==> config.mk <==
export PLATFORM = sky130hd
export DESIGN_NAME = regfile_reader
export DESIGN_NICKNAME = d
export VERILOG_FILES = /design/src/rtl/regfile_reader.sv
export SDC_FILE = /design/constraint.sdc
export NUM_CORES = 1
export LEC_CHECK = 0
export CORE_MARGIN = 1
export CORE_UTILIZATION = 35
export DETAILED_ROUTE_END_ITERATION = 8
export PLACE_DENSITY = 0.65
export SLEW_MARGIN = 20
export SYNTH_ARGS = -nofsm -noshare
export SYNTH_HDL_FRONTEND = slang
export SYNTH_SLANG_ARGS = --single-unit
==> constraint.sdc <==
create_clock -name Clk -period 2 [get_ports Clk]
set_input_delay 0.3 -clock Clk [delete_from_list [all_inputs] [get_ports Clk]]
set_output_delay 0.3 -clock Clk [all_outputs]
set_load 0.005 [all_outputs]
==> src/rtl/regfile_reader.sv <==
// Register-file sweep reader: walks RegLoc from First up to Last (mod 16),
// waits READ_LAT+1 edges per address for the read port, then offers each word
// on a valid/ready output and pulses Done after the last word is accepted.
module regfile_reader #(
  parameter int unsigned READ_LAT = 1
) (
  input  logic        Clk,
  input  logic        Rst,
  input  logic        Start,
  input  logic [3:0]  First,
  input  logic [3:0]  Last,
  output logic [3:0]  RegLoc,
  input  logic [15:0] RegData,
  output logic [15:0] OutData,
  output logic [3:0]  OutLoc,
  output logic        OutValid,
  input  logic        OutReady,
  output logic        Busy,
  output logic        Done
);

  localparam int unsigned    CntW    = $clog2(READ_LAT + 2);
  localparam logic [CntW-1:0] CntLoad = CntW'(READ_LAT + 1);
  localparam logic [CntW-1:0] CntOne  = CntW'(1);

  typedef enum logic [1:0] {StIdle, StWait, StSend} state_e;

  state_e          state_q, state_d;
  logic [CntW-1:0] cnt_q;
  logic [3:0]      last_q;
  logic            done_q;

  logic accept;
  logic xfer;
  logic wait_end;
  logic last_word;

  // The cycle carrying Done still belongs to the finished sweep, so a Start
  // seen alongside Done is not accepted.
  assign accept    = (state_q == StIdle) && Start && !done_q;
  assign xfer      = (state_q == StSend) && OutValid && OutReady;
  assign wait_end  = (state_q == StWait) && (cnt_q == CntOne);
  assign last_word = (OutLoc == last_q);

  // State register
  always_ff @(posedge Clk or posedge Rst) begin
    if (Rst) begin
      state_q <= StIdle;
    end else begin
      state_q <= state_d;
    end
  end

  // Next-state logic
  always_comb begin
    state_d = state_q;
    unique case (state_q)
      StIdle:  if (accept) state_d = StWait;
      StWait:  if (wait_end) state_d = StSend;
      StSend:  if (xfer) state_d = last_word ? StIdle : StWait;
      default: state_d = StIdle;
    endcase
  end

  // Datapath: address, wait counter, captured word and Done pulse
  always_ff @(posedge Clk or posedge Rst) begin
    if (Rst) begin
      RegLoc   <= 4'd0;
      last_q   <= 4'd0;
      cnt_q    <= '0;
      OutData  <= 16'd0;
      OutLoc   <= 4'd0;
      OutValid <= 1'b0;
      done_q   <= 1'b0;
    end else begin
      done_q <= 1'b0;
      if (accept) begin
        RegLoc <= First;
        last_q <= Last;
        cnt_q  <= CntLoad;
      end
      if ((state_q == StWait) && (cnt_q != '0)) begin
        cnt_q <= cnt_q - CntOne;
      end
      if (wait_end) begin
        OutData  <= RegData;
        OutLoc   <= RegLoc;
        OutValid <= 1'b1;
      end
      if (xfer) begin
        OutValid <= 1'b0;
        if (last_word) begin
          done_q <= 1'b1;
        end else begin
          RegLoc <= RegLoc + 4'd1;
          cnt_q  <= CntLoad;
        end
      end
    end
  end

  // Status outputs
  always_comb begin
    Busy = (state_q != StIdle);
    Done = done_q;
  end

endmodule
# Word level (Yosys, flattened, before mapping)
# Index checks and enable logic that the tools add are counted.
# totals
wordCells	45
inputBits	28
ff_bits	34
out_inout_bits	27
# classes
n_addsub	2
reduce_logical	12
eq_ne	7
mux	16
# ops
op	count
two-way mux 2 bit	7
two-way mux 4 bit	3
logical AND 1 bit	6
inequality test 2 bit, second input constant	3
one-hot mux 2 bit (3 select lines)	1
nonzero test 2 bit	3
two-way mux 1 bit	5
adder 4 x 1 -> 4 bit, second input constant	1
equality test 2 x 1 -> 1 bit, second input constant	2
equality test 4 bit	1
AND reduction 3 bit	1
equality test 2 bit, second input constant	1
zero test 2 bit	1
subtractor 2 x 1 -> 2 bit, second input constant	1
zero test 1 bit	1

# Logic depth before layout (Yosys ltp)
# depth
ltp_word	7
mapped_depth	6
depth_no_buf	6

# Least setup slack after synthesis
# Ideal clock, no wire load.
# synth_path
path_type	reg2reg
startpoint	reg state_q[1]
endpoint	reg last_q[0]
t_arrival_ns	1.301
synth_period_minus_slack_ns	1.426
stages_incl_launch_ff	4
setup_time_ns	0.125
slack_ns	0.574
n_path_buf	0
required_time_ns	1.875
path_cell_list	dfrtp_1 or2_1 nor2_8 mux2_2
# synth_between
elab_chain_len	3
# synth_rtl
item	line	text
from (decl)	28	state_e state_q, state_d;
from (signal assigned)	48	state_q <= StIdle;
from (signal assigned)	50	state_q <= state_d;
zero test 2 bit	40	assign accept = (state_q == StIdle) && Start && !done_q;
logical AND 1 bit (2 in a row)	40	
to (signal assigned)	79	last_q <= Last;
to (decl)	30	logic [3:0] last_q;
# No other way between the ends.
# A chain may end at the register's enable or synchronous reset.

# Worst setup path after layout
# layout_path
startpoint	reg state_q[1]
endpoint	out Busy
# layout_between
elab_chain_len	1
# layout_rtl
item	line	text
nonzero test 2 bit	104	Busy = (state_q != StIdle);
to (decl)	18	output logic Busy,
# No other way between the ends.

==> flow_summary_export.csv <==
group,metric,value,unit
layout,area_growth_syn_to_layout,48.4,%
power_and_ir_drop,ir_drop,0.000675,V
cts,cts-htree-levels,2,
layout,nets,205,
sta,hold_viol_final,0,
power_and_ir_drop,swShare,0.309,
synthesis,synth_cell_types,27,
layout,antennaDiodeCount,0,
floorplan,die_w,67.9,um
detailed_routing,wl_per_cell,14.6,um
setup_path,cp_max_fo,8,
floorplan,die_height,67.9,um
grt,overflow,0,
setup_path,cp-start-kind,"flip-flop",
placed_design,post_dp_cell_area,0.00214,mm^2
cts,cts_tree,"built",
sta,finalClockSkew,0.00546,ns
detailed_routing,drc,0,
sta,holdWs,0.426,ns
setup_path,worstPathCellList,"or2_1 -> clkdlybuf4s50_1",
sta,slew_headroom,0.712,
sta,rsz0062_at_grt,"no",
synthesis,seq_area_frac_synth,0.560,
power_and_ir_drop,powerDensity,1560,mW/mm^2
power_and_ir_drop,seqPwrFrac,0.368,
setup_path,r2r_end,"OutData[6]",
sta,max_clock_freq,528,MHz
cts,clock_sinks,34,
layout,final_util,0.552,
detailed_routing,vias,1038,
floorplan,core,0.00409,mm^2
floorplan,rows,23,
setup_path,path_buf_inv,1,
synthesis,synthCells,111,
layout,layout-drive-gt1-share,0.224,
placed_design,portBuffers,54,
synthesis,ys_warn_count,0,
floorplan,io_pins,55,
detailed_routing,drtIter0Drc,47,
sta,worst_pin_slew,0.432,ns
floorplan,die_area,0.00461,mm^2
floorplan,start_util,0.372,
power_and_ir_drop,p_int,0.00243,W
cts,clock-root-buffer,"clkbuf_8",
setup_path,crit_family,"buffers and inverters",
min_path,holdCritPathClass,"primary input to async pin",
placed_design,post-dp-hpwl,2470,um
grt,grt_pass1_wl,5180,um
placed_design,pre_cts_ws,0.296,ns
cts,cts_buffers,5,
sta,fin_ws,0.105,ns
setup_path,crit_path_top_delay_cell,"clkdlybuf4s50_1",
sta,fin_crit,1.90,ns
grt,grt_pass1_vias,1095,
synthesis,synth_area,0.00152,mm^2
setup_path,arrival,1.60,ns
grt,antenna_found_initial,0,
job,drv_cap,0,
setup_path,cpPeakStageDelay,0.55,ns
cts,insertion_delay,0.28,ns
sta,drv_slew,0,
setup_path,cp_data_required_time,1.70,ns
grt,grt_util_all_layers,0.156,
cts,cts_buffer_depth,2,
power_and_ir_drop,p_sw,0.00108,W
setup_path,rr_startpoint,"cnt_q[0]",
cts,postCtsSetupRepairBufs,0,
grt,grt_max_degree,35,
setup_path,cp-end-kind,"output port",
cts,clkTransAtPathRegs,0.06,ns
sta,fin_crit_sh,0.948,
status,outcome,"finished clean",
synthesis,avgSynthCellArea,13.7,um^2
detailed_routing,ant_nets,0,
power_and_ir_drop,p_leak,0.954,nW
synthesis,synth_nets,142,
detailed_routing,wirelength,3280,um
cts,hold_buffers,0,
layout,design_area,0.00226,mm^2
sta,setup_viol,0,
synthesis,ys_ff_latch,34,
power_and_ir_drop,power_frac_clock,0.179,
sta,setup-tns-final,0,ns
cts,ctsResizeCount,0,
setup_path,path_class,"flip-flop to output port",
detailed_routing,vias_per_cell,4.63,
setup_path,reg2reg_depth,4,
setup_path,reg2reg_slack,0.45,ns
placed_design,place.gp.congestion,0.777,
detailed_routing,firstDrtPassIters,4,
power_and_ir_drop,combPwrFrac,0.452,
[placed cells by master (no fill, tap or decap)]
| cell | synthesis | layout |
|---|---|---|
| clkdlybuf4s50_1 | 0 | 54 |
| dfrtp_1 | 34 | 34 |
| mux2_2 | 24 | 24 |
| xnor2_1 | 6 | 6 |
| clkbuf_8 | 0 | 6 |
| inv_1 | 5 | 5 |
| nand2_1 | 4 | 4 |
| mux2i_1 | 4 | 4 |
| o21ai_0 | 4 | 4 |
| buf_4 | 0 | 4 |
| a21oi_1 | 3 | 3 |
| ha_1 | 3 | 3 |
| nand2b_1 | 2 | 2 |
| nand3b_1 | 2 | 2 |
| nor2b_1 | 2 | 2 |
| nor2_1 | 2 | 2 |
| o21ai_1 | 2 | 2 |
| or2_1 | 1 | 1 |
| nor2_8 | 1 | 1 |
| nand4b_4 | 1 | 1 |
| a21boi_0 | 1 | 1 |
| a41oi_4 | 1 | 1 |
| nor3_1 | 1 | 1 |
| nor2_2 | 1 | 1 |
| a221o_1 | 1 | 1 |
| nand4_1 | 1 | 1 |
| nor3b_1 | 1 | 1 |
| a21o_1 | 1 | 1 |
| nand3_1 | 1 | 1 |
| bufinv_16 | 0 | 1 |
[metrics by stage]
step                      total power (W)  instances
final                             0.00351        224
after global routing              0.00374        224
after CTS                         0.00356        224
after detailed placement          0.00291        217
after global placement            0.00287        217
after floorplan                   0.00209        111
[area by class of cell]
cell class / instances / area [um^2]
Clock buffer: 6 / 82.6
Timing Repair Buffer: 58 / 571
Inverter: 5 / 18.8
Clock inverter: 1 / 30.0
Sequential cell: 34 / 851
Multi-Input combinational cell: 70 / 641
Fill cell: 353 / 1830
Tap cell: 50 / 62.6
[registers in the layout, summed over array words and instances, names as in the netlist]
| name | count |
|---|---|
| OutLoc | 4 |
| Done | 1 |
| OutValid | 1 |
| state_q | 2 |
| last_q | 4 |
| OutData | 16 |
| RegLoc | 4 |
| cnt_q | 2 |
[how the worst max path moves through the flow]
stage               startpoint  depth (start not counted)  slack (ns)   endpoint
global route        state_q[1]                          2        0.04       Busy
CTS                 state_q[1]                          2        0.08       Busy
floorplan           state_q[1]                          3        0.57  last_q[0]
global placement      OutReady                          5        0.33  RegLoc[0]
finish              state_q[1]                          2        0.10       Busy
detailed placement    OutReady                          5        0.30  RegLoc[0]
[per-layer routing]
layer,wire length [um],vias to the layer above,global-route usage
met2,1720,21,0.254
met5,0,-,0
met1,1430,504,0.203
met3,72,4,0.0267
li1,-,509,-
met4,54,0,0.0729
[synthesized netlist by cell type]
| library cell | count | area share |
|---|---|---|
| nor2b_1 | 2 | 0.0082 |
| mux2i_1 | 4 | 0.026 |
| nor2_8 | 1 | 0.013 |
| nand2b_1 | 2 | 0.0082 |
| dfrtp_1 | 34 | 0.56 |
| nand4b_4 | 1 | 0.016 |
| nand4_1 | 1 | 0.0041 |
| nor3b_1 | 1 | 0.0049 |
| nor2_1 | 2 | 0.0049 |
| a41oi_4 | 1 | 0.018 |
| ha_1 | 3 | 0.025 |
| nand3_1 | 1 | 0.0033 |
| a21boi_0 | 1 | 0.0049 |
| inv_1 | 5 | 0.012 |
| o21ai_1 | 2 | 0.0066 |
| or2_1 | 1 | 0.0041 |
| xnor2_1 | 6 | 0.035 |
| nor3_1 | 1 | 0.0033 |
| o21ai_0 | 4 | 0.013 |
| nand2_1 | 4 | 0.0099 |
| nor2_2 | 1 | 0.0041 |
| a21oi_1 | 3 | 0.0099 |
| a21o_1 | 1 | 0.0049 |
| mux2_2 | 24 | 0.18 |
| a221o_1 | 1 | 0.0066 |
| buf_2 | 2 | 0.0066 |
| nand3b_1 | 2 | 0.0099 |
[cell families (layout without fill, tap and decap cells)]
logic type / after synthesis / in the layout / share of synthesized area
AO/OA/AOI/OAI: 13 / 13 / 0.0642
adder cells (fa/ha/maj): 3 / 3 / 0.0247
XOR/XNOR: 6 / 6 / 0.0346
multiplexers: 28 / 28 / 0.204
buffers and inverters: 7 / 70 / 0.0189
flip-flops: 34 / 34 / 0.560
AND/OR/NAND/NOR: 20 / 20 / 0.0938
[worst reg2reg max path, cell delays in order, from the launching register on]
cell	delay, ns
dfrtp_1	0.41
ha_1	0.22
nand3b_1	0.11
buf_4	0.30
mux2_2	0.39
[power by group through the flow]
stage,Combinational (W),Sequential [W],Clock (W)
6_report,0.00159,0.00129,0.000631
5_1_grt,0.00172,0.00134,0.000677
4_1_cts,0.00162,0.00130,0.000642
3_5_place_dp,0.00160,0.00131,0
3_3_place_gp,0.00157,0.00130,0
2_1_floorplan,0.000798,0.00129,0
Power figures use the tool's default switching activity.
